File: config.mk
export PLATFORM = sky130hd
export DESIGN_NAME = sub_serial
export DESIGN_NICKNAME = d
export VERILOG_FILES = /design/src/rtl/sub_serial.sv
export SDC_FILE = /design/constraint.sdc
export NUM_CORES = 1
export LEC_CHECK = 0
export ABC_AREA = 1
export CAP_MARGIN = 20
export CORE_MARGIN = 5
export CORE_UTILIZATION = 27
export CTS_CLUSTER_SIZE = 12
export DETAILED_ROUTE_END_ITERATION = 7
export PLACE_DENSITY = 0.45
export SLEW_MARGIN = 20
export SYNTH_ARGS = -nofsm -noshare
export SYNTH_HDL_FRONTEND = slang
export SYNTH_SLANG_ARGS = --single-unit
File: constraint.sdc
create_clock -name i_clk -period 3.5 [get_ports i_clk]
set_input_delay 0.875 -clock i_clk [delete_from_list [all_inputs] [get_ports i_clk]]
set_output_delay 0.875 -clock i_clk [all_outputs]
set_load 0.05 [all_outputs]
File: src/rtl/sub_serial.sv
// ---------------------------------------------------------------------------
// sub_serial
//
// Bit-serial, LSB-first subtractor built around a single 1-bit
// full-subtractor cell. Two operands are accepted over a valid/ready
// handshake. The block produces a - b one bit per clock. It then presents
// the difference, the final borrow and the signed overflow flag over an
// output valid/ready handshake.
//
// Ports
//   i_clk    : clock, all logic on the rising edge
//   i_rst_n  : synchronous active-low reset
//   i_valid  : operand request valid
//   o_ready  : block is idle and can accept operands
//   i_num_a  : minuend
//   i_num_b  : subtrahend
//   o_valid  : result valid
//   i_ready  : consumer accepts the result
//   o_res    : a - b modulo 2^DATA_WIDTH
//   o_bor    : final borrow, set when a < b (unsigned)
//   o_ovf    : two's complement overflow of a - b
// ---------------------------------------------------------------------------
module sub_serial #(
    parameter int DATA_WIDTH = 32
) (
    input  logic                  i_clk,
    input  logic                  i_rst_n,
    input  logic                  i_valid,
    output logic                  o_ready,
    input  logic [DATA_WIDTH-1:0] i_num_a,
    input  logic [DATA_WIDTH-1:0] i_num_b,
    output logic                  o_valid,
    input  logic                  i_ready,
    output logic [DATA_WIDTH-1:0] o_res,
    output logic                  o_bor,
    output logic                  o_ovf
);

    localparam int CW = $clog2(DATA_WIDTH);
    localparam logic [CW-1:0] LAST_BIT = CW'(DATA_WIDTH - 1);

    localparam logic [1:0] IDLE = 2'd0;
    localparam logic [1:0] CALC = 2'd1;
    localparam logic [1:0] DONE = 2'd2;

    logic [1:0]            state_q,  state_d;
    logic [DATA_WIDTH-1:0] a_sh_q,   a_sh_d;
    logic [DATA_WIDTH-1:0] b_sh_q,   b_sh_d;
    logic [DATA_WIDTH-1:0] res_sh_q, res_sh_d;
    logic                  bor_q,    bor_d;
    logic [CW-1:0]         cnt_q,    cnt_d;
    logic                  a_msb_q,  a_msb_d;
    logic                  b_msb_q,  b_msb_d;
    logic [DATA_WIDTH-1:0] res_q,    res_d;
    logic                  obor_q,   obor_d;
    logic                  oovf_q,   oovf_d;

    // Full-subtractor cell operating on the current LSBs and running borrow.
    logic cell_x, cell_y, cell_c, diff_bit, bor_next;

    assign cell_x   = a_sh_q[0];
    assign cell_y   = b_sh_q[0];
    assign cell_c   = bor_q;
    assign diff_bit = cell_x ^ cell_y ^ cell_c;
    assign bor_next = (~cell_x & cell_y) | (~(cell_x ^ cell_y) & cell_c);

    // Handshake outputs are decoded purely from state, so o_ready never
    // combinationally depends on i_valid.
    assign o_ready = (state_q == IDLE);
    assign o_valid = (state_q == DONE);
    assign o_res   = res_q;
    assign o_bor   = obor_q;
    assign o_ovf   = oovf_q;

    always_comb begin
        state_d  = state_q;
        a_sh_d   = a_sh_q;
        b_sh_d   = b_sh_q;
        res_sh_d = res_sh_q;
        bor_d    = bor_q;
        cnt_d    = cnt_q;
        a_msb_d  = a_msb_q;
        b_msb_d  = b_msb_q;
        res_d    = res_q;
        obor_d   = obor_q;
        oovf_d   = oovf_q;

        case (state_q)
            IDLE: begin
                if (i_valid) begin
                    a_sh_d  = i_num_a;
                    b_sh_d  = i_num_b;
                    bor_d   = 1'b0;
                    cnt_d   = '0;
                    a_msb_d = i_num_a[DATA_WIDTH-1];
                    b_msb_d = i_num_b[DATA_WIDTH-1];
                    state_d = CALC;
                end
            end
            CALC: begin
                a_sh_d   = a_sh_q >> 1;
                b_sh_d   = b_sh_q >> 1;
                // Difference bits enter at the MSB so that after DATA_WIDTH
                // shifts the first (LSB) difference bit sits at bit 0.
                res_sh_d = {diff_bit, res_sh_q[DATA_WIDTH-1:1]};
                bor_d    = bor_next;
                cnt_d    = cnt_q + CW'(1);
                if (cnt_q == LAST_BIT) begin
                    res_d   = {diff_bit, res_sh_q[DATA_WIDTH-1:1]};
                    obor_d  = bor_next;
                    // Overflow only when operand signs differ and the
                    // result sign differs from the minuend sign.
                    oovf_d  = (a_msb_q ^ b_msb_q) & (a_msb_q ^ diff_bit);
                    state_d = DONE;
                end
            end
            DONE: begin
                if (i_ready) begin
                    state_d = IDLE;
                end
            end
            default: begin
                state_d = IDLE;
            end
        endcase
    end

    // Reset clears everything, including the last presented result, so an
    // aborted operation never leaves partial data on the outputs.
    always_ff @(posedge i_clk) begin
        if (!i_rst_n) begin
            state_q  <= IDLE;
            a_sh_q   <= '0;
            b_sh_q   <= '0;
            res_sh_q <= '0;
            bor_q    <= 1'b0;
            cnt_q    <= '0;
            a_msb_q  <= 1'b0;
            b_msb_q  <= 1'b0;
            res_q    <= '0;
            obor_q   <= 1'b0;
            oovf_q   <= 1'b0;
        end else begin
            state_q  <= state_d;
            a_sh_q   <= a_sh_d;
            b_sh_q   <= b_sh_d;
            res_sh_q <= res_sh_d;
            bor_q    <= bor_d;
            cnt_q    <= cnt_d;
            a_msb_q  <= a_msb_d;
            b_msb_q  <= b_msb_d;
            res_q    <= res_d;
            obor_q   <= obor_d;
            oovf_q   <= oovf_d;
        end
    end

endmodule

; Yosys cells after proc, flatten, opt, wreduce, memory -nomap -nowiden
; Cells that the tools add are included.
[word_totals]
regBits = 140
latchBits = 0
ramBits = 0
mem_bits_ro = 0
elab_cells = 46
memories = 0
[op_classes]
addsub = 1
mul = 0
n_div = 0
order_cmp = 0
eq_ne = 6
shifts = 0
n_mux = 12
bitwise = 10
reduce_logical = 6
[ops]
columns = op, count
row1 = $pmux W32 S2, 2
row2 = $mux W32, 2
row3 = $pmux W5 S2, 1
row4 = $mux W2, 3
row5 = $pmux W2 S3, 1
row6 = $reduce_and A2 Y1, 3
row7 = $add A5 B1 Y5 const B, 1
row8 = $eq A5 B5 Y1 const B, 1
row9 = $mux W5, 1
row10 = $ne A2 B2 Y1 const B, 2
row11 = $xor A1 B1 Y1, 4
row12 = $and A1 B1 Y1, 3
row13 = $reduce_and A3 Y1, 1
row14 = $eq A2 B1 Y1 const B, 1
row15 = $eq A2 B2 Y1 const B, 1
row16 = $logic_not A2 Y1, 1
row17 = $ne A2 B1 Y1 const B, 1
row18 = $not A1 Y1, 2
row19 = $pmux W1 S2, 1
row20 = $reduce_bool A2 Y1, 1
row21 = $mux W1, 1
row22 = $or A1 B1 Y1, 1

; Longest topological paths before layout
; Gate-level depths: netlist (run 1).
[depth]
word_depth = 5
mapped_depth = 10
ltp_nobuf = 9

; Least setup slack after synthesis (run 1)
; Ideal clock, no wire load.
[synth_timing]
path_type = reg-to-output
startpoint = reg state_q[1]
endpoint = out o_valid
arrival_time_ns = 1.091
setup_slack_ns = 1.534
path_stages_with_launch = 3
path_buffers = 0
cell_sequence = dfxtp_1 -> inv_2 -> nor2_1
[synth_via]
elab_chain_cells = 1
[synth_rtl]
columns = item, line_no
row1 = "start, declared", 46  ; logic [1:0] state_q, state_d;
row2 = "start signal, assigned", 144  ; state_q <= state_d;
row3 = $eq A2 B2 Y1, 70  ; assign o_valid = (state_q == DONE);
row4 = "end, declared", 32  ; output logic o_valid,
; Every way passes these cells.

; Worst setup path in the final report (run 1)
; Ends and elaborated chain as after synthesis.

==> flow_summary.yaml, run 1 <==
final_layout:
  final_layout_size_suffix_gt1_frac: 0.0452
  stdcell_count: 1254
  most-common-layout-cells: "252 x nor2_1, 214 x nand2_1, 139 x dfxtp_1"
  syn_to_final_growth_pct: 29.6
  final_area_sq_mm: 0.00768
  layout_commonest_cell: "nor2_1"
  antennaDiodeCount: 0
  fillCellCount: 2346
  nets: 1032
sta:
  drv_slew: 0
  finalCriticalPeriod_ns: 2.71
  timing.final.crit_share: 0.773
  setup_ws_ns: 0.793
  final.setup.tns_ns: 0
  max_freq_ghz: 0.369
  rsz0062_at_grt: "false"
  timing.slew.headroom: 0.522
  skew_ns: 0.0128
  final_hold_viol_count: 0
  setup_viol: 0
  worst_slew_pin_slew_ns: 0.716
run:
  maxCapViolations: 0
place:
  dp_hpwl_um: 8730
  portBuffers: 103
  place_area_sq_mm: 0.00709
  numPlacedInstances: 1222
  gp_routability_congestion: 0.703
  pre_cts_ws_ns: 1.14
yosys:
  ys_ff_latch: 139
  synth.distinct_cells: 23
  syn-cell-area_sq_mm: 0.00592
  syn_nets: 960
  synth_area_per_cell_sq_um: 6.66
  ys_warn_count: 0
  synth_seq_area_share: 0.470
  synth_cells: 889
cts:
  cts_buffers: 17
  cts_setup_buffers: 0
  path_clk_slew_ns: 0.06
  cts-root-buf: "clkbuf_16"
  cts_hold_buf: 0
  cts_tree: "built"
  clk_latency_ns: 0.42
  post_cts_resized: 0
  cts.sinks: 139
  clockBufferDepth: 2
  htree_levels: 4
drt:
  dr.pass1.iters: 4
  wl_per_cell_um: 11.7
  drt-total-wl_um: 14700
  vias: 5182
  post-route-drc-count: 0
  viasPerCell: 4.13
  first_iter_violations: 299
  ant_nets: 0
worst_setup_path:
  required_ns: 2.62
  path_class: "flip-flop to output pin"
  critPathCaptureType: "output pin"
  critPathLaunchType: "flip-flop"
  path_max_fanout: 3
  arrival_ns: 1.83
global_routing:
  grt-ovfl-total: 0
  grt_pass1_wl_um: 23900
  grt_max_degree: 133
  grtUsageTotal: 0.119
  grt_antenna_before_repair: 0
  grt_pass1_vias: 4720
run_status:
  status: "finished, final reports clean"
pwr:
  p_per_area_mw_per_mm2: 523
  leakage_uw: 0.00339
  ir_drop_mv: 0.317
worst_hold_path:
  hold_path_class: "flip-flop to flip-flop"
die:
  rows: 54
  ios: 104
  die_h_um: 158
  core-area_sq_mm: 0.0217
  die_area_sq_mm: 0.0250
  start_util: 0.273
  die_width_um: 158
-- cell type report --
cell class                 count  area, sq um  share of cell area
sequential                   139         2780               0.363
multi-input combinational    618         2570               0.335
timing repair buffer         109         1100               0.143
clock buffer                  18          439              0.0572
tap                          280          350              0.0456
inverter                      76          285              0.0372
clock inverter                14          149              0.0194
-- path summary, 6_finish.rpt --
path,startpoint,endpoint,slack (ns),cells past startpoint
worst max-delay path,state_q[1],o_valid,0.79,3
worst min-delay path,bor_q,bor_q,0.46,2
worst max register to register,cnt_q[0],o_ovf,1.45,9
worst min register to register,bor_q,bor_q,0.46,2
-- state kept, by name, summed over array words and instances, names as in the netlist --
signal,count
res_sh_q,31
cnt_q,5
state_q,2
o_res,32
o_bor,1
b_msb_q,1
a_sh_q,32
a_msb_q,1
b_sh_q,32
o_ovf,1
bor_q,1
-- kinds of logic (layout without fill, tap and decap cells) --
logic type	after synthesis	count (layout)	share of synthesized area
AND/OR/NAND/NOR	473	473	0.303
flip-flops	139	139	0.470
buffers and inverters	132	217	0.0980
adder cells (fa/ha/maj)	3	3	0.00761
AO/OA/AOI/OAI	142	142	0.121
-- synth_stat cells, drive strengths merged --
| master | number | share of area |
|---|---|---|
| nor2 | 254 | 0.16 |
| nand2 | 215 | 0.14 |
| dfxtp | 139 | 0.47 |
| o21ai | 125 | 0.11 |
| inv | 76 | 0.048 |
| buf | 30 | 0.033 |
| clkbuf | 26 | 0.016 |
| a21oi | 15 | 0.013 |
| ha | 2 | 0.0042 |
| nand3 | 2 | 0.0017 |
| a211oi | 1 | 0.0013 |
| fa | 1 | 0.0034 |
| nand4 | 1 | 0.0011 |
| nor3 | 1 | 0.00084 |
| o211ai | 1 | 0.0013 |
-- critical path, stage by stage, from the launching register on --
cell and delay, ns:
dfxtp_1 0.37, inv_2 0.09, nor2_1 0.13, clkdlybuf4s50_1 0.83
-- through the flow --
step / utilization / hold WS (ns) / total power [uW]
floorplan: - / 0.439 / 2100
global placement: 0.327 / 0.453 / 2260
finish: 0.354 / 0.458 / 4010
CTS: 0.354 / 0.462 / 4100
detailed placement: 0.327 / 0.453 / 2260
global route: 0.354 / 0.475 / 4260
-- power breakdown --
part	total [uW]	internal, uW	switching, uW
Clock	1800	1030	774
Combinational	484	199	285
Sequential	1730	1690	42.1
-- layer usage --
layer,vias up,routed length [um],global-route usage
met5,-,0,0
met4,0,148,0.0357
met3,9,753,0.0405
met2,85,6120,0.174
met1,2226,7650,0.165
li1,2862,-,-
Power figures use the tool's default switching activity.
==> run 2: changes to the inputs <==
--- a/config.mk
+++ b/config.mk
@@ -11,7 +11,7 @@
 export CORE_UTILIZATION = 27
 export CTS_CLUSTER_SIZE = 12
 export DETAILED_ROUTE_END_ITERATION = 7
-export PLACE_DENSITY = 0.45
+export PLACE_DENSITY = 0.47
 export SLEW_MARGIN = 20
 export SYNTH_ARGS = -nofsm -noshare
 export SYNTH_HDL_FRONTEND = slang
==> constraint.sdc (replaced) <==
create_clock -name i_clk -period 2.4 [get_ports i_clk]
set_input_delay 0.6 -clock i_clk [delete_from_list [all_inputs] [get_ports i_clk]]
set_output_delay 0.6 -clock i_clk [all_outputs]
set_load 0.05 [all_outputs]
==> flow_summary.yaml, run 2 (synthesis gave the netlist of run 1 again) <==
die:
  die_width_um: 158
  ios: 104
  die_h_um: 158
  die_area_sq_mm: 0.0250
  core-area_sq_mm: 0.0217
  rows: 54
  start_util: 0.273
final_layout:
  fillCellCount: 2364
  final_layout_size_suffix_gt1_frac: 0.0539
  multi_input_area_sq_mm: 0.00257
  layout_commonest_cell: "nor2_1"
  most-common-layout-cells: "252 x nor2_1, 214 x nand2_1, 139 x dfxtp_1"
  antennaDiodeCount: 0
  regArea_sq_mm: 0.00278
  syn_to_final_growth_pct: 32.0
  nets: 1042
worst_setup_path:
  path_class: "flip-flop to output pin"
  arrival_ns: 1.60
  critPathLaunchType: "flip-flop"
  slowest_delay_ns: 0.85
  critPathTopFamily: "buffers and inverters"
  critPathSlowestCell: "clkdlybuf4s50_1"
  critPathCaptureType: "output pin"
  cp_cell_sequence: "clkdlybuf4s50_1"
  required_ns: 1.80
  cp_num_buf_inv: 1
  path_max_fanout: 2
cts:
  post_cts_resized: 2
  cts.sinks: 139
  cts_buffers: 17
  path_clk_slew_ns: 0.06
  cts_setup_buffers: 0
  htree_levels: 4
  cts_hold_buf: 0
  clockBufferDepth: 2
  cts_tree: "built"
  cts-root-buf: "clkbuf_16"
  clk_latency_ns: 0.42
run_status:
  status: "finished, final reports clean"
global_routing:
  grt_max_degree: 118
  grt-ovfl-total: 0
  grtUsageTotal: 0.116
  grt_pass1_vias: 4872
  grt_antenna_before_repair: 0
  grt_pass1_wl_um: 23500
sta:
  drv_slew: 0
  setup_ws_ns: 0.204
  rsz0062_at_grt: "false"
  worst_slew_pin_slew_ns: 0.565
  finalCriticalPeriod_ns: 2.20
  timing.slew.headroom: 0.622
  setup_viol: 0
  timing.final.crit_share: 0.915
  max_freq_ghz: 0.455
  final_hold_viol_count: 0
  skew_ns: 0.0104
  final.setup.tns_ns: 0
drt:
  wl_per_cell_um: 11.4
  viasPerCell: 4.13
  post-route-drc-count: 0
  first_iter_violations: 275
  dr.pass1.iters: 4
  drt-total-wl_um: 14400
  ant_nets: 0
  vias: 5220
worst_hold_path:
  hold_path_class: "flip-flop to flip-flop"
run:
  maxCapViolations: 0
place:
  gp_routability_congestion: 0.727
  pre_cts_ws_ns: 0.317
  dp_hpwl_um: 8870
  portBuffers: 103
pwr:
  leakage_uw: 0.00347
  p_per_area_mw_per_mm2: 762
  ir_drop_mv: 0.491
[run 2: metrics by stage]
| step | cell area (sq um) | std cells | power (uW) | utilization | hold WS (ns) |
|---|---|---|---|---|---|
| after floorplan | 5920 | 889 | 3070 | - | 0.439 |
| after global placement | 7210 | 1232 | 3320 | 0.333 | 0.451 |
| after detailed placement | 7210 | 1232 | 3320 | 0.333 | 0.451 |
| after CTS | 7820 | 1263 | 6060 | 0.360 | 0.461 |
| after global routing | 7820 | 1263 | 6280 | 0.360 | 0.490 |
| final | 7820 | 1263 | 5960 | 0.360 | 0.462 |
[run 2: path summary, 6_finish.rpt]
kind	to	from	slack, ns	cells past startpoint
worst min register to register	bor_q	bor_q	0.46	2
worst max-delay path	o_bor	o_bor	0.20	1
worst min-delay path	bor_q	bor_q	0.46	2
worst max register to register	o_res[3]	cnt_q[0]	0.60	9
[run 2: where the power goes]
part           switching [uW]  leakage (uW)  internal (uW)
clock network            1040      0.000293           1660
logic                     421       0.00203            316
registers                60.7       0.00114           2460
total                    1520       0.00347           4440
[run 2: final cells by class]
type                    instances  area share
clock buffers                  18      0.0562
clock inverters                13      0.0214
inverters                      76      0.0365
multi-input cells             618       0.329
flip-flops and latches        139       0.356
well taps                     280      0.0448
repair buffers                119       0.156
[run 2: metal layers]
metal | part of all wire | vias to the layer above | global-route usage
li1 | - | 2883 | -
met3 | 0.044 | 13 | 0.0323
met4 | 0.012 | 0 | 0.0390
met5 | 0 | - | 0
met1 | 0.50 | 2249 | 0.153
met2 | 0.44 | 75 | 0.183
